File: config.mk
export PLATFORM = sky130hd
export DESIGN_NAME = cnt_tick_ctrl_flat
export DESIGN_NICKNAME = d
export VERILOG_FILES = /design/src/rtl/cnt_ctrl_pkg.sv /design/src/rtl/cnt_tick_ctrl_if.sv /design/src/rtl/btn_debounce.sv /design/src/rtl/cnt_tick_ctrl.sv /design/src/flat_wrapper.sv
export SDC_FILE = /design/constraint.sdc
export NUM_CORES = 1
export LEC_CHECK = 0
export CORE_MARGIN = 4
export CORE_UTILIZATION = 62
export DETAILED_ROUTE_END_ITERATION = 10
export MAX_ROUTING_LAYER = met4
export PLACE_DENSITY = 0.81
export SLEW_MARGIN = 20
export SYNTH_ARGS = -nofsm -noshare
export SYNTH_HDL_FRONTEND = slang
export SYNTH_HIERARCHICAL = 1
export SYNTH_SLANG_ARGS = --single-unit
File: constraint.sdc
create_clock -name clk -period 2.8 [get_ports clk]
set_input_delay 0.42 -clock clk [delete_from_list [all_inputs] [get_ports clk]]
set_output_delay 0.42 -clock clk [all_outputs]
set_load 0.005 [all_outputs]
File: src/rtl/cnt_ctrl_pkg.sv
// Shared run-state type, button event bundle and default timing constants
// for the mod-60 counter control front-end.
package cnt_ctrl_pkg;

    typedef enum logic {
        ST_STOP = 1'b0,
        ST_RUN  = 1'b1
    } run_state_t;

    typedef struct packed {
        logic ss;
        logic inc;
        logic clr;
    } btn_evt_t;

    localparam int DIV_DEF     = 50_000_000;
    localparam int DEB_CYC_DEF = 500_000;
    localparam int REP_DLY_DEF = 25_000_000;
    localparam int REP_PER_DEF = 5_000_000;

    // Bits needed for a counter that runs 0 .. n-1.
    function automatic int cnt_width(input int n);
        return (n < 2) ? 1 : $clog2(n);
    endfunction

endpackage

File: src/rtl/cnt_tick_ctrl_if.sv
// Raw button inputs and control outputs of cnt_tick_ctrl; master is the
// board/stimulus side, slave is the controller.
interface cnt_tick_ctrl_if;

    logic btn_ss_raw;
    logic btn_inc_raw;
    logic btn_clr_raw;
    logic CEN;
    logic INC;
    logic CLR;
    logic running;

    modport master (
        output btn_ss_raw, btn_inc_raw, btn_clr_raw,
        input  CEN, INC, CLR, running
    );

    modport slave (
        input  btn_ss_raw, btn_inc_raw, btn_clr_raw,
        output CEN, INC, CLR, running
    );

endinterface

File: src/rtl/btn_debounce.sv
// One push button: 2-FF synchronizer, run-length debounce of the accepted
// level, and a one-cycle press pulse on its rising edge.
module btn_debounce #(
    parameter int DEB_CYC = 500_000
) (
    input  logic clk,
    input  logic n_rst,
    input  logic raw,
    output logic level,
    output logic press
);

    localparam int CW = (DEB_CYC < 2) ? 1 : $clog2(DEB_CYC);
    localparam logic [CW-1:0] CNT_LAST = CW'(DEB_CYC - 1);

    logic [1:0]    sync_q;
    logic          level_q, level_d;
    logic          level_dly_q;
    logic [CW-1:0] cnt_q, cnt_d;

    // NOTE: sequential state uses non-blocking assignments so every flop samples pre-edge values.
    always_ff @(posedge clk or negedge n_rst) begin
        if (!n_rst) begin
            sync_q      <= '0;
            level_q     <= 1'b0;
            level_dly_q <= 1'b0;
            cnt_q       <= '0;
        end else begin
            sync_q      <= {sync_q[0], raw};
            level_q     <= level_d;
            level_dly_q <= level_q;
            cnt_q       <= cnt_d;
        end
    end

    // NOTE: defaults at the top of always_comb keep every path assigned, so no latch is inferred.
    always_comb begin
        level_d = level_q;
        cnt_d   = '0;
        if (sync_q[1] != level_q) begin
            if (cnt_q == CNT_LAST) begin
                level_d = ~level_q;
            end else begin
                cnt_d = cnt_q + 1'b1;
            end
        end
    end

    assign level = level_q;
    assign press = level_q & ~level_dly_q;

endmodule

File: src/rtl/cnt_tick_ctrl.sv
// Control front-end for the mod-60 counter: CEN prescaler, debounced
// start/stop, increment and clear buttons, STOP/RUN state.
// Optional INC auto-repeat is built when AUTO_REPEAT_EN is defined.
module cnt_tick_ctrl
    import cnt_ctrl_pkg::*;
#(
    parameter int DIV     = DIV_DEF,
    parameter int DEB_CYC = DEB_CYC_DEF,
    parameter int REP_DLY = REP_DLY_DEF,
    parameter int REP_PER = REP_PER_DEF
) (
    input  logic           clk,
    input  logic           n_rst,
    cnt_tick_ctrl_if.slave bus
);

    localparam int PW = cnt_width(DIV);
    localparam logic [PW-1:0] PRE_LAST = PW'(DIV - 1);

    btn_evt_t   press;
    btn_evt_t   level;
    logic       unused_levels;

    run_state_t state_q, state_d;
    logic       running_q, running_d;
    logic       cen_q, cen_d;
    logic       inc_q, inc_d;
    logic       clr_q, clr_d;
    logic [PW-1:0] pre_q, pre_d;
    logic       rep_fire;

    btn_debounce #(.DEB_CYC(DEB_CYC)) u_deb_ss (
        .clk   (clk),
        .n_rst (n_rst),
        .raw   (bus.btn_ss_raw),
        .level (level.ss),
        .press (press.ss)
    );

    btn_debounce #(.DEB_CYC(DEB_CYC)) u_deb_inc (
        .clk   (clk),
        .n_rst (n_rst),
        .raw   (bus.btn_inc_raw),
        .level (level.inc),
        .press (press.inc)
    );

    btn_debounce #(.DEB_CYC(DEB_CYC)) u_deb_clr (
        .clk   (clk),
        .n_rst (n_rst),
        .raw   (bus.btn_clr_raw),
        .level (level.clr),
        .press (press.clr)
    );

    always_ff @(posedge clk or negedge n_rst) begin
        if (!n_rst) begin
            state_q <= ST_STOP;
        end else begin
            state_q <= state_d;
        end
    end

    always_comb begin
        state_d = state_q;
        if (press.ss) begin
            state_d = (state_q == ST_STOP) ? ST_RUN : ST_STOP;
        end
    end

    // Clear wins over increment; CEN and INC are exclusive because they key off opposite states.
    always_comb begin
        running_d = (state_q == ST_RUN);
        clr_d     = press.clr;
        cen_d     = (state_q == ST_RUN) && (pre_q == PRE_LAST) && !press.clr;
        inc_d     = (state_q == ST_STOP) && !press.clr && (press.inc || rep_fire);
    end

    always_comb begin
        pre_d = pre_q;
        if ((state_q != ST_RUN) || press.clr) begin
            pre_d = '0;
        end else if (pre_q == PRE_LAST) begin
            pre_d = '0;
        end else begin
            pre_d = pre_q + 1'b1;
        end
    end

    always_ff @(posedge clk or negedge n_rst) begin
        if (!n_rst) begin
            running_q <= 1'b0;
            cen_q     <= 1'b0;
            inc_q     <= 1'b0;
            clr_q     <= 1'b0;
            pre_q     <= '0;
        end else begin
            running_q <= running_d;
            cen_q     <= cen_d;
            inc_q     <= inc_d;
            clr_q     <= clr_d;
            pre_q     <= pre_d;
        end
    end

`ifdef AUTO_REPEAT_EN
    localparam int REP_MAX = (REP_DLY > REP_PER) ? REP_DLY : REP_PER;
    localparam int RW = cnt_width(REP_MAX);
    localparam logic [RW-1:0] DLY_LAST = RW'(REP_DLY - 1);
    localparam logic [RW-1:0] PER_LAST = RW'(REP_PER - 1);

    logic          rep_act_q;
    logic          rep_first_q;
    logic [RW-1:0] rep_cnt_q;
    logic          rep_start, rep_keep, rep_hit;

    // The timer is armed only by an INC that actually went out.
    always_comb begin
        rep_start = press.inc && (state_q == ST_STOP) && !press.clr;
        rep_keep  = rep_act_q && level.inc && (state_q == ST_STOP) && !press.clr;
        rep_hit   = rep_first_q ? (rep_cnt_q == DLY_LAST) : (rep_cnt_q == PER_LAST);
        rep_fire  = rep_keep && rep_hit;
    end

    always_ff @(posedge clk or negedge n_rst) begin
        if (!n_rst) begin
            rep_act_q   <= 1'b0;
            rep_first_q <= 1'b0;
            rep_cnt_q   <= '0;
        end else if (rep_start) begin
            rep_act_q   <= 1'b1;
            rep_first_q <= 1'b1;
            rep_cnt_q   <= '0;
        end else if (!rep_keep) begin
            rep_act_q   <= 1'b0;
        end else if (rep_hit) begin
            rep_first_q <= 1'b0;
            rep_cnt_q   <= '0;
        end else begin
            rep_cnt_q   <= rep_cnt_q + 1'b1;
        end
    end

    assign unused_levels = level.ss ^ level.clr;
`else
    assign rep_fire      = 1'b0;
    assign unused_levels = ^level;

    // Repeat timing is accepted for drop-in compatibility but builds no logic here.
    if ((REP_DLY < 1) || (REP_PER < 1)) begin : g_rep_cfg_ignored
    end
`endif

    assign bus.CEN     = cen_q;
    assign bus.INC     = inc_q;
    assign bus.CLR     = clr_q;
    assign bus.running = running_q;

endmodule
File: src/flat_wrapper.sv
// flat-port wrapper written by rule: the top's interface ports become plain ports
module cnt_tick_ctrl_flat import cnt_ctrl_pkg::*;
#(
    parameter int DIV     = DIV_DEF,
    parameter int DEB_CYC = DEB_CYC_DEF,
    parameter int REP_DLY = REP_DLY_DEF,
    parameter int REP_PER = REP_PER_DEF
)
  (clk, n_rst, bus_btn_ss_raw, bus_btn_inc_raw, bus_btn_clr_raw, bus_CEN, bus_INC, bus_CLR, bus_running);
  cnt_tick_ctrl_if bus_i ();
  input  logic clk;
  input  logic n_rst;
  input wire logic [$bits(bus_i.btn_ss_raw)-1:0] bus_btn_ss_raw;
  input wire logic [$bits(bus_i.btn_inc_raw)-1:0] bus_btn_inc_raw;
  input wire logic [$bits(bus_i.btn_clr_raw)-1:0] bus_btn_clr_raw;
  output wire logic [$bits(bus_i.CEN)-1:0] bus_CEN;
  output wire logic [$bits(bus_i.INC)-1:0] bus_INC;
  output wire logic [$bits(bus_i.CLR)-1:0] bus_CLR;
  output wire logic [$bits(bus_i.running)-1:0] bus_running;
  assign bus_i.btn_ss_raw = bus_btn_ss_raw;
  assign bus_i.btn_inc_raw = bus_btn_inc_raw;
  assign bus_i.btn_clr_raw = bus_btn_clr_raw;
  assign bus_CEN = bus_i.CEN;
  assign bus_INC = bus_i.INC;
  assign bus_CLR = bus_i.CLR;
  assign bus_running = bus_i.running;
  cnt_tick_ctrl #(.DIV(DIV), .DEB_CYC(DEB_CYC), .REP_DLY(REP_DLY), .REP_PER(REP_PER)) u_core (.clk(clk), .n_rst(n_rst), .bus(bus_i));
endmodule
==> key figures, run 1 <==
Outcome
  – Outcome: finished, final reports clean

Critical path
  – Critical Path Source: u_core/pre_q[0]
  – Arrival time worst endpoint: 2.53 ns
  – Data required time of the worst path: 3.04 ns
  – Reg2Reg Launch Point: u_core/pre_q[0]
  – Crit-path max FO: 14
  – CP startpoint kind: register
  – Crit path capture type: register
  – CP Class: register to register

Global routing
  – Initial antenna violation count: 0
  – Vias in the first global route: 3406
  – Gr ovfl total: 0
  – First-pass GRT wire length: 15300 µm
  – Largest net degree at the start of global routing: 62
  – Gr usage total: 0.214

Floorplan
  – Top-Level Pins: 9
  – Core Area: 7690 µm²
  – Cell Rows: 32
  – Width of the die: 96.6 µm
  – Starting Density: 0.633
  – Die Height: 96.6 µm
  – Total die area: 9330 µm²

Clock tree
  – Clk_lat worst skew: 0.36 ns
  – Root Buffer: clkbuf_8
  – TritonCTS buffer count: 9
  – Clk pin slew, worst setup/hold paths: 0.09 ns
  – CTS tree: built
  – # clock sinks: 100
  – Post-CTS setup buffer count: 0
  – CTS resizes: 0
  – CTS hold repair buffers: 0
  – Max Buffers Root-to-Sink: 2
  – CTS H-tree depth: 3

Drt
  – Iteration-0 DRC count of the detailed router: 127
  – Via density per instance: 5.98
  – DR vias: 3564
  – Top Layer Used: met4
  – Wirelength, routed: 8870 µm
  – Met2 routed wirelength: 4420 µm
  – DRC Markers: 0
  – DRT Pass-1 Iters: 4
  – Drt wl/cell: 14.9 µm
  – WL met3: 344 µm
  – Met1 WL: 4000 µm
  – Final ANT Viol Nets: 0

STA
  – Final WS setup: 0.510 ns
  – Endpoints failing setup: 0
  – RSZ-0062 raised after global routing: no
  – Fmax: 437 MHz
  – Max Transition Viols Final: 0
  – Final hold vios: 0
  – Worst-margin pin slew: 0.649 ns
  – Period utilization: 0.818
  – Slew HR: 0.566
  – Setup Skew: 0.0110 ns
  – Setup TNS: 0 ns
  – Clock period minus worst slack: 2.29 ns

Placement
  – Setup slack at placement: 0.555 ns
  – Gpl congestion: 0.832
  – IO Port Bufs: 8
  – Hpwl dp: 5980 µm

Yosys
  – EDFF count, synth: 0
  – Yosys cell types: 39
  – Synth top area share: 0.514
  – Fraction of registers with async set or reset after synthesis: 1.00
  – Synthesized Nets: 488
  – Top_reg_cell synth: dfrtp_1
  – FF+latch count, synth: 100
  – Yosys warning count: 6
  – Top cells by area, synth: dfrtp_1 (51%), xnor2_1 (7.2%), nor2_1 (5.2%)
  – Cells after synthesis: 478
  – Syn Std Cell Area: 4860 µm²
  – Syn Area/Cell: 10.2 µm²
  – Largest area contributor in the netlist: dfrtp_1
  – Sequential share of the synthesized area: 0.514

Power
  – Pwr dens: 478 nW/µm²
  – Leak: 2.09 nW
  – Maximum VDD drop: 0.000342 V
  – Total power: 2.52 mW

Finish
  – Layout cells sized above 1: 0.0789
  – Most frequent cells in the layout: dfrtp_1 (100), nor2_1 (68), xnor2_1 (40)
  – Layout overhead on the synthesized area: 8.56%
  – Commonest non-fill, non-tap cell in the layout: dfrtp_1
  – Diode count: 0
  – Net count, final: 499

Flow run
  – Max-Cap Viols: 0

Hold path
  – Hold Path Class: primary input to async pin
-- power breakdown --
| group | internal, mW | leakage, nW | total [mW] | switching, mW |
|---|---|---|---|---|
| clock network | 0.455 | 0.107 | 0.971 | 0.517 |
| logic | 0.0255 | 0.605 | 0.0780 | 0.0525 |
| registers | 1.46 | 1.38 | 1.47 | 0.0167 |
| total | 1.94 | 2.09 | 2.52 | 0.586 |
-- path summary, 6_finish.rpt --
| path | end | depth (start not counted) | slack, ns |
|---|---|---|---|
| min | u_core/pre_q[19] | 1 | 0.02 |
| max in group asynchronous | u_core/pre_q[5] | 2 | 2.11 |
| min reg2reg | u_core/u_deb_clr/sync_q[1] | 0 | 0.36 |
| max | u_core/pre_q[16] | 6 | 0.51 |
| max reg2reg | u_core/pre_q[16] | 6 | 0.51 |
| min in group clk | u_core/u_deb_clr/sync_q[1] | 0 | 0.36 |
-- sequential cells by signal, indices dropped and copies added (netlist names) --
signal	cells
u_core/running_d	1
u_core/u_deb_ss/cnt_q	19
u_core/u_deb_clr/level	1
u_core/pre_q	26
u_core/u_deb_ss/level_dly_q	1
u_core/u_deb_ss/level	1
u_core/bus.CLR	1
u_core/u_deb_ss/sync_q	2
u_core/u_deb_clr/level_dly_q	1
u_core/u_deb_inc/level_dly_q	1
u_core/bus.INC	1
u_core/u_deb_clr/cnt_q	19
u_core/u_deb_inc/sync_q	2
u_core/u_deb_clr/sync_q	2
u_core/bus.running	1
u_core/u_deb_inc/cnt_q	19
u_core/bus.CEN	1
u_core/u_deb_inc/level	1
-- layer usage --
layer,global-route usage,up-vias
li1,-,1713
met1,0.278,1764
met2,0.344,74
met3,0.0403,13
met4,0.0643,0
met5,-,-
-- kinds of logic after synthesis --
kind of cell / Yosys count / synth area share
AO/OA/AOI/OAI: 46 / 0.0664
multiplexers: 5 / 0.0111
buffers and inverters: 29 / 0.0257
adder cells (fa/ha/maj): 5 / 0.0129
AND/OR/NAND/NOR: 236 / 0.267
flip-flops: 100 / 0.514
XOR/XNOR: 57 / 0.103
-- synth_stat cells (10+ instances only) --
| cell type | n |
|---|---|
| inv_1 | 16 |
| dfrtp_1 | 100 |
| a21oi_1 | 21 |
| or3_1 | 16 |
| nand3_1 | 31 |
| nor4_1 | 18 |
| nor3_1 | 10 |
| xor2_1 | 17 |
| nand4_1 | 18 |
| xnor2_1 | 40 |
| o21ai_0 | 16 |
| nor2_1 | 68 |
| nand2_1 | 26 |
-- worst max-delay path: stages (launching register included) --
cell and delay [ns]:
dfrtp_1 0.44, ha_1 0.21, nor4bb_1 0.28, nand4b_1 0.20, o41ai_4 0.65, buf_4 0.32
a21oi_1 0.07
-- layout make-up --
cell class / count / area, µm²
clock inverter: 6 / 77.6
sequential: 100 / 2500
fill: 574 / 2410
timing repair buffer: 13 / 128
multi-input combinational: 349 / 2250
clock buffer: 10 / 138
inverter: 16 / 60.1
tap: 102 / 128
-- through the flow --
| step | area [µm²] | std cells | util | hold slack (ns) |
|---|---|---|---|---|
| floorplan | 4860 | 478 | - | 0.124 |
| global route | 5280 | 596 | 0.687 | 0.0444 |
| CTS | 5280 | 596 | 0.687 | 0.0253 |
| detailed placement | 5070 | 580 | 0.659 | 0.336 |
| finish | 5280 | 596 | 0.687 | 0.0184 |
| global placement | 5070 | 580 | 0.659 | 0.331 |
No activity file was read; power rests on OpenSTA's default activity.
==> run 2, diff against run 1 <==
--- a/config.mk
+++ b/config.mk
@@ -6,10 +6,10 @@
 export NUM_CORES = 1
 export LEC_CHECK = 0
 export CORE_MARGIN = 4
-export CORE_UTILIZATION = 62
+export CORE_UTILIZATION = 56
 export DETAILED_ROUTE_END_ITERATION = 10
 export MAX_ROUTING_LAYER = met4
-export PLACE_DENSITY = 0.81
+export PLACE_DENSITY = 0.78
 export SLEW_MARGIN = 20
 export SYNTH_ARGS = -nofsm -noshare
 export SYNTH_HDL_FRONTEND = slang
==> constraint.sdc (replaced) <==
create_clock -name clk -period 2.05 [get_ports clk]
set_input_delay 0.3075 -clock clk [delete_from_list [all_inputs] [get_ports clk]]
set_output_delay 0.3075 -clock clk [all_outputs]
set_load 0.005 [all_outputs]
==> run 2 against run 1 <==
Against the previous run:
- sequential cell count is the same
- hold slack improved by 0.34 ns
- clock skew shrank 0.00083 ns
- power grew 34%
- final cell count up 2.9%
- critical path depth is 1 lower
- count of clock-buffer cells in the layout fell by 1
- non-clock buffer count rose by 14
- critical endpoint is now u_core/pre_q[1]
==> key figures, run 2 (synthesized netlist as in run 1, its figures left out) <==
Drt
  – Via density per instance: 5.83
  – Drt wl/cell: 14.9 µm
  – DRC Markers: 0
  – Final ANT Viol Nets: 0
  – DR vias: 3576
  – DRT Pass-1 Iters: 4
  – Wirelength, routed: 9120 µm
  – Iteration-0 DRC count of the detailed router: 146

Finish
  – Layout cells sized above 1: 0.114
  – Largest Register: u_core/pre_q
  – Net count, final: 513
  – Most frequent cells in the layout: dfrtp_1 (99), nor2_1 (68), xnor2_1 (40)
  – Diode count: 0
  – Max reg flops: 26
  – Commonest non-fill, non-tap cell in the layout: dfrtp_1
  – Final std cells w/o fill: 613
  – Layout overhead on the synthesized area: 11.1%

Critical path
  – CP startpoint kind: register
  – CP Class: register to register
  – Worst r2r dst: u_core/pre_q[1]
  – Cells on worst reg2reg path: 5
  – CP max stage cell: or4_4
  – Reg2Reg Launch Point: u_core/pre_q[1]
  – CP max stage delay: 0.54 ns
  – Crit path capture: u_core/pre_q[1]
  – Data required time of the worst path: 2.30 ns
  – CP delay by family, top: simple AND/OR/NAND/NOR gates
  – Arrival time worst endpoint: 2.23 ns
  – R2R Setup Slk: 0.07 ns
  – Crit-path max FO: 5
  – Critical Path Source: u_core/pre_q[1]
  – Critical path buffers and inverters: 0
  – Crit path cell chain: ha_2, nor4bb_2, nand4b_1, or4_4, and3_1
  – Crit path capture type: register
  – Stages on worst setup path: 5

STA
  – Final hold vios: 0
  – Fmax: 504 MHz
  – RSZ-0062 raised after global routing: yes
  – Period utilization: 0.968
  – Setup TNS: 0 ns
  – Slew HR: 0.720
  – Worst-margin pin slew: 0.416 ns
  – Endpoints failing setup: 0
  – Setup Skew: 0.0102 ns
  – Final WS setup: 0.0654 ns
  – Max Transition Viols Final: 0
  – Clock period minus worst slack: 1.98 ns

Floorplan
  – Core Area: 8340 µm²
  – Width of the die: 101 µm
  – Die Height: 101 µm
  – Top-Level Pins: 9
  – Total die area: 10200 µm²
  – Starting Density: 0.583
  – Cell Rows: 33

Global routing
  – First-pass GRT wire length: 15800 µm
  – Initial antenna violation count: 0
  – Largest net degree at the start of global routing: 50
  – Vias in the first global route: 3526
  – Gr usage total: 0.198
  – Gr ovfl total: 0

Placement
  – Hpwl dp: 6320 µm
  – Placed Instances: 596
  – IO Port Bufs: 8
  – Gpl congestion: 0.883
  – Setup slack at placement: 0.0754 ns

Power
  – Maximum VDD drop: 0.000365 V
  – Pwr dens: 626 nW/µm²
  – Total power: 3.38 mW
  – Switching power: 0.779 mW
  – Leak: 2.14 nW
  – Sw Ratio: 0.230
  – Comb power frac: 0.034
  – Power share of the clock group: 0.371
  – Cell-internal power: 2.60 mW
  – Seq pwr share: 0.595

Clock tree
  – Clk_lat worst skew: 0.36 ns
  – Clk pin slew, worst setup/hold paths: 0.10 ns
  – Max Buffers Root-to-Sink: 2
  – CTS tree: built
  – Post-CTS setup buffer count: 0
  – Root Buffer: clkbuf_8
  – # clock sinks: 100
  – TritonCTS buffer count: 9
  – CTS H-tree depth: 3

Flow run
  – Max-Cap Viols: 0

Outcome
  – Outcome: finished, final reports clean

Hold path
  – Hold Path Class: register to register
==> run 2: worst min-delay path by stage <==
stage / start / endpoint / cells after the start
finish: u_core/u_deb_ss/sync_q[0] / u_core/u_deb_ss/sync_q[1] / 0
global route: bus_btn_ss_raw / u_core/u_deb_ss/sync_q[0] / 1
CTS: bus_btn_clr_raw / u_core/u_deb_clr/sync_q[0] / 1
detailed placement: n_rst / u_core/pre_q[21] / 1
global placement: n_rst / u_core/pre_q[23] / 1
floorplan: n_rst / u_core/bus.CEN / 0
==> run 2: power groups by stage <==
| stage | clock network (mW) | registers [mW] | logic [mW] |
|---|---|---|---|
| floorplan | 0 | 2.04 | 0.0551 |
| global placement | 0 | 2.05 | 0.113 |
| detailed placement | 0 | 2.05 | 0.117 |
| CTS | 1.30 | 2.01 | 0.118 |
| global route | 1.37 | 2.02 | 0.133 |
| finish | 1.26 | 2.01 | 0.114 |
==> run 2: area by class of cell <==
| class | count | area [µm²] |
|---|---|---|
| clock buffer | 9 | 124 |
| clock inverter | 7 | 75.1 |
| fill | 678 | 2940 |
| inverter | 16 | 60.1 |
| multi-input combinational | 349 | 2270 |
| sequential | 100 | 2500 |
| tap | 105 | 131 |
| timing repair buffer | 27 | 239 |
==> run 2: per-layer routing <==
metal / part of all wire / global-route usage
met5: 0 / -
met4: 0.0095 / 0.0501
met3: 0.034 / 0.0489
met2: 0.48 / 0.323
met1: 0.47 / 0.247
==> run 2: stage by stage <==
step / utilization / instance area, µm² / hold slack (ns)
after floorplan: - / 4860 / 0.0119
final: 0.648 / 5400 / 0.357
after global routing: 0.648 / 5400 / 0.347
after global placement: 0.620 / 5170 / 0.266
after CTS: 0.645 / 5380 / 0.356
after detailed placement: 0.620 / 5170 / 0.268
==> run 2: worst reg2reg max path: cells and delay by family (launching register included) <==
kind / cells / cell delay [ns]
adder cells (fa/ha/maj): 1 / 0.21
flip-flops: 1 / 0.42
AND/OR/NAND/NOR: 4 / 1.25
==> run 2: what timing repair did <==
item,CTS,global route
gates resized for setup,0,7
endpoints found under the setup margin,0,31
hold buffers,1,0
endpoints found under the hold margin,29,0
